===== src/rtl/echo_pkg.sv =====
// Shared definitions for the echo/feedback mixer: default widths, gain unity,
// saturation limits and the sequencing state encoding.
package echo_pkg;

   localparam int DEF_DATA_WIDTH = 16;
   localparam int DEF_GAIN_WIDTH = 8;
   localparam int DEF_GAIN_FRAC  = 7;

   // Q1.7 gain value that passes a sample through unchanged
   localparam int GAIN_UNITY = 1 << DEF_GAIN_FRAC;

   localparam int SAT_MAX = (1 << (DEF_DATA_WIDTH - 1)) - 1;
   localparam int SAT_MIN = -(1 << (DEF_DATA_WIDTH - 1));

   typedef enum logic [1:0] {
      ST_IDLE = 2'd0,
      ST_DRY  = 2'd1,
      ST_WET  = 2'd2,
      ST_FB   = 2'd3
   } state_t;

endpackage


===== src/rtl/sat_narrow.sv =====
// Arithmetic right shift (floor) of a wide signed value followed by a clamp
// to the narrow signed output range, with a flag when the clamp engaged.
module sat_narrow
   import echo_pkg::*;
#(
   parameter int IN_WIDTH  = DEF_DATA_WIDTH + DEF_GAIN_WIDTH + 2,
   parameter int OUT_WIDTH = DEF_DATA_WIDTH,
   parameter int SHIFT     = DEF_GAIN_FRAC
) (
   input  logic signed [IN_WIDTH-1:0]  value,
   output logic signed [OUT_WIDTH-1:0] result,
   output logic                        saturated
);

   // Output range limits expressed at the wide width so the compare is exact
   localparam logic signed [IN_WIDTH-1:0] MAX_W =
      {{(IN_WIDTH - OUT_WIDTH + 1){1'b0}}, {(OUT_WIDTH - 1){1'b1}}};
   localparam logic signed [IN_WIDTH-1:0] MIN_W =
      {{(IN_WIDTH - OUT_WIDTH + 1){1'b1}}, {(OUT_WIDTH - 1){1'b0}}};

   logic signed [IN_WIDTH-1:0] shifted;

   // NOTE: every output gets a default first so no path through the block can infer a latch.
   always_comb begin
      shifted   = value >>> SHIFT;
      result    = shifted[OUT_WIDTH-1:0];
      saturated = 1'b0;
      if (shifted > MAX_W) begin
         result    = MAX_W[OUT_WIDTH-1:0];
         saturated = 1'b1;
      end else if (shifted < MIN_W) begin
         result    = MIN_W[OUT_WIDTH-1:0];
         saturated = 1'b1;
      end
   end

endmodule


===== src/rtl/echo_mix_fsm.sv =====
// Echo/feedback mixer around the delay line: one shared signed multiplier
// sequenced over DRY, WET and FB steps for each accepted sample strobe.
module echo_mix_fsm
   import echo_pkg::*;
#(
   parameter int DATA_WIDTH = DEF_DATA_WIDTH,
   parameter int GAIN_WIDTH = DEF_GAIN_WIDTH,
   parameter int GAIN_FRAC  = DEF_GAIN_FRAC
) (
   input  logic                         clk,
   input  logic                         rst_n,
   input  logic                         sample_valid,
   input  logic signed [DATA_WIDTH-1:0] dry_in,
   input  logic signed [DATA_WIDTH-1:0] wet_in,
   input  logic        [GAIN_WIDTH-1:0] dry_gain,
   input  logic        [GAIN_WIDTH-1:0] wet_gain,
   input  logic        [GAIN_WIDTH-1:0] fb_gain,
   output logic signed [DATA_WIDTH-1:0] mix_out,
   output logic signed [DATA_WIDTH-1:0] fb_out,
   output logic                         out_valid,
   output logic                         busy,
   output logic                         sat,
   output logic                         overrun
);

   localparam int PROD_W = DATA_WIDTH + GAIN_WIDTH + 1;
   localparam int ACC_W  = PROD_W + 1;

   state_t                       state;
   logic signed [DATA_WIDTH-1:0] dry_q;
   logic signed [DATA_WIDTH-1:0] wet_q;
   logic        [GAIN_WIDTH-1:0] dry_gain_q;
   logic        [GAIN_WIDTH-1:0] wet_gain_q;
   logic        [GAIN_WIDTH-1:0] fb_gain_q;
   logic signed [ACC_W-1:0]      acc;

   logic signed [DATA_WIDTH-1:0] mul_sample;
   logic        [GAIN_WIDTH-1:0] mul_gain;
   logic signed [PROD_W-1:0]     product;
   logic signed [ACC_W-1:0]      fb_wide;
   logic signed [DATA_WIDTH-1:0] mix_res;
   logic signed [DATA_WIDTH-1:0] fb_res;
   logic                         mix_sat;
   logic                         fb_sat;

   // Operand select for the single multiplier; FB reuses the wet sample
   always_comb begin
      mul_sample = wet_q;
      mul_gain   = fb_gain_q;
      case (state)
         ST_DRY: begin
            mul_sample = dry_q;
            mul_gain   = dry_gain_q;
         end
         ST_WET: mul_gain = wet_gain_q;
         default: ;
      endcase
      product = PROD_W'(mul_sample) * PROD_W'($signed({1'b0, mul_gain}));
   end

   // Pre-scaling dry by the gain unity lets one shared shift give dry + floor(wet*fbg)
   assign fb_wide = (ACC_W'(dry_q) <<< GAIN_FRAC) + ACC_W'(product);

   sat_narrow #(
      .IN_WIDTH  (ACC_W),
      .OUT_WIDTH (DATA_WIDTH),
      .SHIFT     (GAIN_FRAC)
   ) u_mix_sat (
      .value     (acc),
      .result    (mix_res),
      .saturated (mix_sat)
   );

   sat_narrow #(
      .IN_WIDTH  (ACC_W),
      .OUT_WIDTH (DATA_WIDTH),
      .SHIFT     (GAIN_FRAC)
   ) u_fb_sat (
      .value     (fb_wide),
      .result    (fb_res),
      .saturated (fb_sat)
   );

   assign busy = (state != ST_IDLE);

   // NOTE: sequential state uses non-blocking assignments so every register samples pre-edge values.
   always_ff @(posedge clk or negedge rst_n) begin
      if (!rst_n) begin
         // NOTE: the sample/gain holding registers are reset too, since they are few flops, not a memory.
         state      <= ST_IDLE;
         dry_q      <= '0;
         wet_q      <= '0;
         dry_gain_q <= '0;
         wet_gain_q <= '0;
         fb_gain_q  <= '0;
         acc        <= '0;
         mix_out    <= '0;
         fb_out     <= '0;
         out_valid  <= 1'b0;
         sat        <= 1'b0;
         overrun    <= 1'b0;
      end else begin
         out_valid <= 1'b0;
         sat       <= 1'b0;
         if (sample_valid && (state != ST_IDLE)) begin
            overrun <= 1'b1;
         end
         case (state)
            ST_IDLE: begin
               if (sample_valid) begin
                  dry_q      <= dry_in;
                  wet_q      <= wet_in;
                  dry_gain_q <= dry_gain;
                  wet_gain_q <= wet_gain;
                  fb_gain_q  <= fb_gain;
                  state      <= ST_DRY;
               end
            end
            ST_DRY: begin
               acc   <= ACC_W'(product);
               state <= ST_WET;
            end
            ST_WET: begin
               acc   <= acc + ACC_W'(product);
               state <= ST_FB;
            end
            ST_FB: begin
               mix_out   <= mix_res;
               fb_out    <= fb_res;
               out_valid <= 1'b1;
               sat       <= mix_sat | fb_sat;
               state     <= ST_IDLE;
            end
            default: state <= ST_IDLE;
         endcase
      end
   end

endmodule


===== config.mk =====
export PLATFORM = sky130hd
export DESIGN_NAME = echo_mix_fsm
export DESIGN_NICKNAME = d
export VERILOG_FILES = /design/src/rtl/echo_pkg.sv /design/src/rtl/sat_narrow.sv /design/src/rtl/echo_mix_fsm.sv
export SDC_FILE = /design/constraint.sdc
export NUM_CORES = 1
export LEC_CHECK = 0
export ABC_AREA = 1
export BUFFER_PORTS_ARGS = -buffer_cell sky130_fd_sc_hd__buf_4
export CAP_MARGIN = 20
export CORE_AREA = 2 2 230 142
export DETAILED_ROUTE_END_ITERATION = 10
export DIE_AREA = 0 0 232 144
export HOLD_SLACK_MARGIN = 0.06
export PLACE_DENSITY = 0.64
export SYNTH_ARGS = -nofsm -noshare
export SYNTH_HDL_FRONTEND = slang
export SYNTH_SLANG_ARGS = --single-unit
export TNS_END_PERCENT = 1

===== constraint.sdc =====
create_clock -name clk -period 18.8 [get_ports clk]
set_input_delay 2.82 -clock clk [delete_from_list [all_inputs] [get_ports clk]]
set_output_delay 2.82 -clock clk [all_outputs]
set_load 0.005 [all_outputs]

==> results.md, run 1 <==
* Tightest Pin Transition at 1140 ps
* First-pass GRT wire length at about 60,000 µm
* Remaining antenna violation count at 0
* Multi-input logic area at 0.00822 mm²
* Max-Cap Viols at 0
* DR vias at ~11,000
* Number of fill cells in the layout at 3,189
* Cell mode on critical path: inv_1
* Critical path class: flip-flop to flip-flop
* CTS H-tree lvls at 4
* Max Fanout on Critical Path at 38
* Crit end category: flip-flop
* Mapped Cells at around 1,600
* Max stage delay on crit path at about 650 ps
* RSZ-0062 raised after global routing: no
* Largest net degree at the start of global routing at 73
* Clock Sinks at approximately 120
* Min-delay worst type: flip-flop to flip-flop
* Most frequent cells in the layout: 365 x nand2_1, 266 x inv_1, 188 x nor2_1, 119 x dfrtp_1, 112 x a21oi_1
* Area delta synth->final at 15.2%
* Die area at approximately 0.033 mm²
* Post-synth ARST share at 100%
* RePlAce Congestion at 0.976
* IO Pins at between 90 and 100
* Mapped Nets at ~1,900
* First-pass iteration count of the detailed router at 7
* IO Port Bufs at between 90 and 100
* Final min period at approximately 9000 ps
* Max Clock Skew at between 15 and 20 ps
* DRC at 0
* Setup total negative slack at 0 ps
* Relative slew slack at approximately a quarter
* Initial Util at 39.1%
* CTS tree: done
* Synth area leader: dfrtp_1
* Top post-synthesis cells by area: dfrtp_1 24%, fa_1 17%, nand2_1 11%
* Startpoint Class: flip-flop
* Ys Warns at 0
* R2r setup slk at 9760 ps
* Post-CTS Setup Repair Bufs at 0
* Outcome: completed
* Share of layout cells above drive strength 1 at between 10% and 20%
* Most common cell after layout, fill and taps aside: nand2_1
* CTS max path bufs at 2
* # setup viols final at 0
* Vias/cell at between 5 and 6
* # diodes at 0
* Avg WL per Cell at roughly 17 µm
* Register area at roughly 0.0030 mm²
* Final hold viol count at 0
* Post-synthesis sequential area ratio at between 20 and 25%
* Final count of pins violating max slew at 0
* Gr ovfl total at 0
* Req. time, crit path at approximately 19,000 ps
* Post-synth top area share at about 24%
* Fin crit share at roughly half
* R2R cell count at 30
* Avg Cell Area, Syn at 7.60 µm²
* Worst hold path depth at 1
* Seq cells post-synth at about 120
* Vias in the first global route at 10,800
* Initial antenna violation count at 1
* Die W at ~230 µm
* CP max stage cell: fa_1
* Root buffer cell: clkbuf_16
* EDFF count, synth at 0
* Max Fclk at around 110 MHz
* Detailed Place HPWL at a little over 30,000 µm
* CTS resizes at 0
* Clock transition at path regs at 60 ps
* Top_reg_cell synth: dfrtp_1
* Mapped cell area at approximately 0.012 mm²
* Initial drt markers at around 1,000
* Core ar. at 0.0316 mm²
* CTS buffer count at 17
* Num rows at ~50
* Die H at around 140 µm
* Global-route usage over all layers at 23.6%
* Worst Path Arrival at between 9000 and 10,000 ps
* Yosys cell types at 37
* Final Net Count at 1,982
* Worst-Skew Late Latency at between 400 and 500 ps
* Post-CTS Hold Fix Bufs at 0
* Total wire length at 37,700 µm
## per-stage QoR
step / utilization (%) / worst slack [ps] / std cells / hold slack, ps / cell area, µm²
final: 45.0 / 9760 / 2154 / 474 / 14200
after detailed placement: 42.9 / 9620 / 2119 / 469 / 13500
after CTS: 44.9 / 9600 / 2150 / 483 / 14200
after floorplan: - / 12050 / 1625 / 451 / 12300
after global routing: 45.0 / 9320 / 2154 / 493 / 14200
after global placement: 42.9 / 9680 / 2119 / 453 / 13500
## final cells by class
type,count,share of cell area (%)
timing repair buffer,112,6.09
clock inverter,13,1.37
multi-input combinational,1202,57.8
tap,424,3.73
inverter,266,7.02
sequential,119,20.9
clock buffer,18,3.09
## state kept, by name (all words and copies together) (netlist names)
register,cells
acc,26
dry_q,16
fb_out,16
mix_out,16
wet_q,16
dry_gain_q,8
fb_gain_q,8
wet_gain_q,8
state,2
out_valid,1
overrun,1
sat,1
## synth_stat cells (all sizes together), types with 5 or more instances
cell type and count:
a21o 10, a21oi 113, a221o 8, buf 6, clkbuf 32, dfrtp 119, fa 104, ha 101
inv 266, mux2 40, nand2 370, nand3 76, nand3b 5, nand4 20, nor2 188, nor3 9
o211ai 6, o21ai 92, o21bai 10, or2 5, xnor2 15, xor2 15
## critical path: cells and delay by family (launching register included)
kind,cells,cell delay [ps]
compound gates,7,1800
fa+ha+maj,7,3480
buf+inv,7,1200
flops,1,410
simple gates,9,1970
## worst paths after layout
| kind | from | end |
|---|---|---|
| max in group asynchronous | rst_n | dry_q[11]$_DFFE_PN0P_ |
| max reg2reg | state[0]$_DFFE_PN0P_ | fb_out[1]$_DFFE_PN0P_ |
| min reg2reg | overrun$_DFFE_PN0P_ | overrun$_DFFE_PN0P_ |
| min | overrun$_DFFE_PN0P_ | overrun$_DFFE_PN0P_ |
| min in group asynchronous | rst_n | acc[22]$_DFFE_PN0N_ |
| max | state[0]$_DFFE_PN0P_ | fb_out[1]$_DFFE_PN0P_ |
## per-layer routing
metal / GRT usage (%) / vias to the layer above / part of all wire (%)
li1: - / 5368 / -
met1: 37.4 / 5306 / 51
met2: 30.7 / 438 / 37
met3: 7.65 / 22 / 11
met4: 4.05 / 0 / 0.88
met5: 0 / - / 0
## cell families after synthesis
family / after synthesis / share of synthesized area [%]
AO/OA/AOI/OAI: 247 / 11.1
XOR/XNOR: 30 / 2.13
adder cells (fa/ha/maj): 205 / 27.1
buffers and inverters: 304 / 9.36
flip-flops: 119 / 24.1
multiplexers: 40 / 3.65
AND/OR/NAND/NOR: 680 / 22.6
Power of run 1 is left out: the tool's default activity adds up to more than one toggle a clock period on the data nets, which glitch-free logic cannot reach.
==> run 2, diff against run 1 <==
- PLACE_DENSITY: 0.64 -> 0.67
- clock period: 18.8 -> 7.9 ns (I/O delays scaled with it)
==> run 2 against run 1 <==
Clock skew decreased by 1.7 ps. Critical endpoint is now fb_out[13]$_DFFE_PN0P_. Cell area up 2.2%. Non-clock buffer count up 20. Highest routed layer unchanged. Cell count is 1.0% higher. Utilization grew 0.98 points. Routed wire length rose by 2.1%. Critical path depth grew 6. Critical path type unchanged. Via count up 2.1%. Sequential cell count is the same.
==> results.md, run 2 (synthesized netlist as in run 1, its figures left out) <==
* Die H at 144 µm (unchanged)
* Most common cell after layout, fill and taps aside: nand2_1
* Core ar. at 0.0316 mm² (unchanged)
* Req. time, crit path at 8220 ps (-10,870 ps)
* CP max stage cell: fa_1
* Global-route usage over all layers at 23.5% (-0.094 points)
* # setup viols final at 0 (unchanged)
* Layout Cells excl Fill at 2,176 (+1.0%)
* RePlAce Congestion at 0.974 (-0.19%)
* Avg WL per Cell at 17.7 µm (+1.1%)
* IO Pins at 95 (unchanged)
* Placed insts at 2,135 (+0.76%)
* Min-delay worst type: flip-flop to flip-flop
* Critical path class: flip-flop to flip-flop
* CTS buffer count at 17 (unchanged)
* Final hold viol count at 0 (unchanged)
* Post-DP Area at 0.0137 mm² (+0.89%)
* Worst hold slack at 468 ps (-5.56 ps)
* Post-route setup slack at 419 ps (-9350 ps)
* Final min period at 7480 ps (-1550 ps)
* Max Clock Skew at 14.8 ps (-1.72 ps)
* Initial drt markers at 989 (-2.7%)
* Remaining antenna violation count at 0 (unchanged)
* # diodes at 0 (unchanged)
* Vias in the first global route at 10,700 (-0.92%)
* Total wire length at 38,500 µm (+2.1%)
* Register bank with the most flops: acc
* CTS tree: done
* CTS H-tree lvls at 4 (unchanged)
* DRC at 0 (unchanged)
* Multi-input logic area at 0.00841 mm² (+2.3%)
* Final count of pins violating max slew at 0 (unchanged)
* First-pass iteration count of the detailed router at 5 (-2)
* Die W at 232 µm (unchanged)
* Most frequent cells in the layout: 360 x nand2_1, 263 x inv_1, 185 x nor2_1, 129 x buf_4, 119 x dfrtp_1
* CTS max path bufs at 2 (unchanged)
* Outcome: completed
* Number of fill cells in the layout at 3,107 (-2.6%)
* Initial antenna violation count at 0 (-1)
* Max-Cap Viols at 0 (unchanged)
* First-pass GRT wire length at 60,000 µm (-0.41%)
* Fin crit share at 94.7% (+47 points)
* Worst slack, placed at -72.7 ps (-9690 ps)
* Relative slew slack at 36.1% (+13 points)
* Gr ovfl total at 0 (unchanged)
* DR vias at 11,400 (+2.1%)
* Worst-Skew Late Latency at 440 ps (about the same)
* Largest register FFs at 26 (unchanged)
* IO Port Bufs at 94 (unchanged)
* Detailed Place HPWL at 31,200 µm (+0.18%)
* Clock transition at path regs at 60 ps (about the same)
* Max Fanout on Critical Path at 15 (-61%)
* Crit end category: flip-flop
* Share of layout cells above drive strength 1 at 14.4% (+3.0 points)
* Startpoint Class: flip-flop
* Initial Util at 39.1% (unchanged)
* Clock Sinks at 119 (unchanged)
* Root buffer cell: clkbuf_16
* Worst Path Arrival at 7800 ps (-1530 ps)
* Cell mode on critical path: nand2_1
* Final Net Count at 2,003 (+1.1%)
* Die area at 0.0334 mm² (unchanged)
* Register area at 0.00298 mm² (unchanged)
* Largest net degree at the start of global routing at 72 (-1.4%)
* Max Fclk at 134 MHz (+21%)
* Tightest Pin Transition at 959 ps (-178 ps)
* Area delta synth->final at 17.7%
* Max stage delay on crit path at 530 ps (-120 ps)
* Num rows at 51 (unchanged)
* Vias/cell at 5.23 (+1.1%)
* Post-route design area at 0.0145 mm² (+2.2%)
[run 2: cell count changes in the layout (fill, tap and decap cells not counted), sizes merged]
cell / previous run / this run
clkinv: 3 / 4
buf: 111 / 132
clkinvlp: 3 / 8
inv: 269 / 266
bufinv: 4 / 2
[run 2: worst max-delay path, delay by kind of cell (launching register included)]
family	cells	cell delay, ps
fa+ha+maj	7	3040
xor+xnor	1	260
buf+inv	9	1280
simple gates	16	1780
flops	1	420
compound gates	3	550
[run 2: metal layers]
metal	part of all wire (%)	up-vias	routed length, µm	track usage [%]
met5	0	-	0	0
met4	1.1	0	429	5.43
met3	12	30	4700	8.48
met2	38	497	14500	30.3
met1	49	5423	18900	36.4
li1	-	5422	-	-
[run 2: path summary, 6_finish.rpt]
kind	from	to	slack, ps	cells after the start
worst min register to register	overrun$_DFFE_PN0P_	overrun$_DFFE_PN0P_	470	1
worst max-delay path	state[0]$_DFFE_PN0P_	fb_out[13]$_DFFE_PN0P_	420	36
worst max register to register	state[0]$_DFFE_PN0P_	fb_out[13]$_DFFE_PN0P_	420	36
worst min-delay path	overrun$_DFFE_PN0P_	overrun$_DFFE_PN0P_	470	1
max in group asynchronous	rst_n	acc[3]$_DFFE_PN0N_	5640	2
min in group asynchronous	rst_n	acc[19]$_DFFE_PN0N_	780	1
[run 2: cell type report]
type	instances	area share (%)
timing repair buffer	132	6.96
tap	424	3.65
multi-input combinational	1202	57.9
sequential	119	20.5
timing repair inverter	1	0.0517
clock inverter	13	1.01
inverter	266	6.95
clock buffer	19	3.05
[run 2: what timing repair did]
action | CTS | global route
hold buffers | 0 | 0
gates resized for setup | 1 | 54
endpoints found under the setup margin | 15 | 31
pin swaps | 0 | 1
gates cloned | 0 | 1
buffers inserted | 3 | 5
[run 2: through the flow]
step / setup TNS (ps) / util, %
floorplan: 0 / -
CTS: 0 / 45.2
finish: 0 / 46.0
global placement: 0 / 43.2
detailed placement: -864 / 43.2
global route: -218 / 46.0
Power of run 2 is left out for the same reason.
==> run 3, diff against run 2 <==
- BUFFER_PORTS_ARGS: -buffer_cell sky130_fd_sc_hd__buf_4 -> -buffer_cell sky130_fd_sc_hd__clkbuf_2
==> run 3 against run 2 <==
Register-to-register slack worse by 70 ps. Sequential share of layout area is 0.37 points higher. Count of clock-buffer cells in the layout is 1 lower. Die area stayed put. Via count is 0.50% higher. Utilization is 0.82 points lower. Sequential cell count stayed put. Cell area is 1.8% lower. Critical path depth is 4 lower. Clock skew is 2.3 ps lower. Critical endpoint is now fb_out[2]$_DFFE_PN0P_.
==> results.md, run 3 (synthesized netlist as in run 1, its figures left out) <==
* Core ar. at 0.0316 mm² (unchanged)
* Total wire length at 38,000 µm (-1.1%)
* Post-route design area at 0.0143 mm² (-1.8%)
* CTS tree: done
* CTS H-tree lvls at 4 (unchanged)
* Critical path class: flip-flop to flip-flop
* CP max stage cell: o21ai_1
* Post-DP Area at 0.0134 mm² (-2.1%)
* Relative slew slack at 36.0% (-0.095 points)
* Root buffer cell: clkbuf_16
* Final hold viol count at 0 (unchanged)
* Largest register FFs at 26 (unchanged)
* Die H at 144 µm (unchanged)
* Setup total negative slack at 0 ps (unchanged)
* Clock transition at path regs at 60 ps (about the same)
* Worst Path Arrival at 7900 ps (+100 ps)
* Remaining antenna violation count at 0 (unchanged)
* R2r setup slk at 350 ps (-70 ps)
* Largest net degree at the start of global routing at 72 (unchanged)
* IO Port Bufs at 94 (unchanged)
* # setup viols final at 0 (unchanged)
* Worst r2r src: state[1]$_DFFE_PN0P_
* Startpoint Class: flip-flop
* Max Fanout on Critical Path at 20 (+5)
* Cell mode on critical path: nand2_1
* Final count of pins violating max slew at 0 (unchanged)
* Vias in the first global route at 10,900 (+2.2%)
* R2R cell count at 32 (-11%)
* Max stage delay on crit path at 570 ps (+40 ps)
* Die W at 232 µm (unchanged)
* Die area at 0.0334 mm² (unchanged)
* Tightest Pin Transition at 961 ps (+1.42 ps)
* First-pass GRT wire length at 59,700 µm (-0.60%)
* Max Fclk at 132 MHz (-0.94%)
* Initial Util at 39.1% (unchanged)
* Max Clock Skew at 12.4 ps (-2.34 ps)
* Worst-Skew Late Latency at 440 ps (about the same)
* Max-Cap Viols at 0 (unchanged)
* Num rows at 51 (unchanged)
* Most common cell after layout, fill and taps aside: nand2_1
* Clock Sinks at 119 (unchanged)
* RePlAce Congestion at 1.05 (+8.0%)
* DR vias at 11,400 (+0.50%)
* Global-route usage over all layers at 23.2% (-0.30 points)
* Min-delay worst type: flip-flop to flip-flop
* Avg WL per Cell at 17.5 µm (-0.88%)
* IO Pins at 95 (unchanged)
* Final min period at 7550 ps (+70.9 ps)
* DRC at 0 (unchanged)
* Initial drt markers at 1,052 (+6.4%)
* Initial antenna violation count at 0 (unchanged)
* First-pass iteration count of the detailed router at 5 (unchanged)
* Critical Path End: fb_out[2]$_DFFE_PN0P_
* Worst hold path depth at 1 (unchanged)
* Final Net Count at 1,999 (-0.20%)
* Req. time, crit path at 8250 ps (+30 ps)
* Critical Path Start: state[1]$_DFFE_PN0P_
* Outcome: completed
* Fin crit share at 95.6% (+0.90 points)
* Detailed Place HPWL at 31,000 µm (-0.53%)
* CTS buffer count at 17 (unchanged)
* Gr ovfl total at 0 (unchanged)
* Vias/cell at 5.26 (+0.69%)
* Share of layout cells above drive strength 1 at 14.2% (-0.25 points)
* Worst flop-to-flop path endpoint: fb_out[2]$_DFFE_PN0P_
* CTS max path bufs at 2 (unchanged)
* Most frequent cells in the layout: 361 x nand2_1, 260 x inv_1, 183 x nor2_1, 119 x dfrtp_1, 109 x a21oi_1
* Post-CTS Hold Fix Bufs at 0 (unchanged)
* # diodes at 0 (unchanged)
* Register bank with the most flops: acc
* Crit end category: flip-flop
* Area delta synth->final at 15.6%
==> run 3: changes by cell type in the layout (fill, tap and decap cells not counted), sizes merged <==
| cell | delta |
|---|---|
| buf | -96 |
| bufinv | +1 |
| clkbuf | +92 |
| clkinvlp | -5 |
| inv | +3 |
| clkinv | +1 |
==> run 3: worst min-delay path by stage <==
stage	from	end	slack (ps)
CTS	overrun$_DFFE_PN0P_	overrun$_DFFE_PN0P_	470
finish	overrun$_DFFE_PN0P_	overrun$_DFFE_PN0P_	470
global route	overrun$_DFFE_PN0P_	overrun$_DFFE_PN0P_	480
detailed placement	overrun$_DFFE_PN0P_	overrun$_DFFE_PN0P_	450
global placement	overrun$_DFFE_PN0P_	overrun$_DFFE_PN0P_	440
floorplan	overrun$_DFFE_PN0P_	overrun$_DFFE_PN0P_	450
==> run 3: what timing repair did <==
| item | CTS | global route |
|---|---|---|
| pin swaps | 1 | 0 |
| gates resized for setup | 1 | 50 |
| setup endpoints to repair | 15 | 30 |
| setup buffers | 1 | 11 |
==> run 3: stage by stage <==
| step | cells | worst slack (ps) | util (%) | hold WS, ps |
|---|---|---|---|---|
| floorplan | 1625 | 1150 | - | 451 |
| global placement | 2128 | 91.8 | 42.3 | 441 |
| detailed placement | 2128 | -140 | 42.3 | 451 |
| CTS | 2161 | 9.39 | 44.4 | 466 |
| global route | 2172 | -57.4 | 45.2 | 479 |
| finish | 2172 | 348 | 45.2 | 471 |
==> run 3: cell type report <==
class | instances | area, µm²
Fill cell | 3133 | 17300
Multi-Input combinational cell | 1202 | 8360
Sequential cell | 119 | 2980
Inverter | 266 | 1010
Timing Repair Buffer | 129 | 768
Tap cell | 424 | 531
Clock buffer | 18 | 439
Clock inverter | 14 | 188
==> run 3: layer usage <==
metal | vias to the layer above | track usage (%) | wire length (µm)
met3 | 32 | 9.25 | 4530
met1 | 5404 | 34.5 | 18400
met2 | 569 | 31.0 | 14600
met5 | - | 0 | 0
met4 | 0 | 5.57 | 447
li1 | 5424 | - | -
==> run 3: worst max-delay path, delay by kind of cell, from the launching register on <==
family | cells | cell delay (ps)
AOI/OAI and AO/OA | 6 | 1430
buffers and inverters | 7 | 970
DFF | 1 | 380
adders and majority gates | 7 | 3060
and+or+nand+nor | 12 | 1650
Power of run 3 is left out for the same reason.
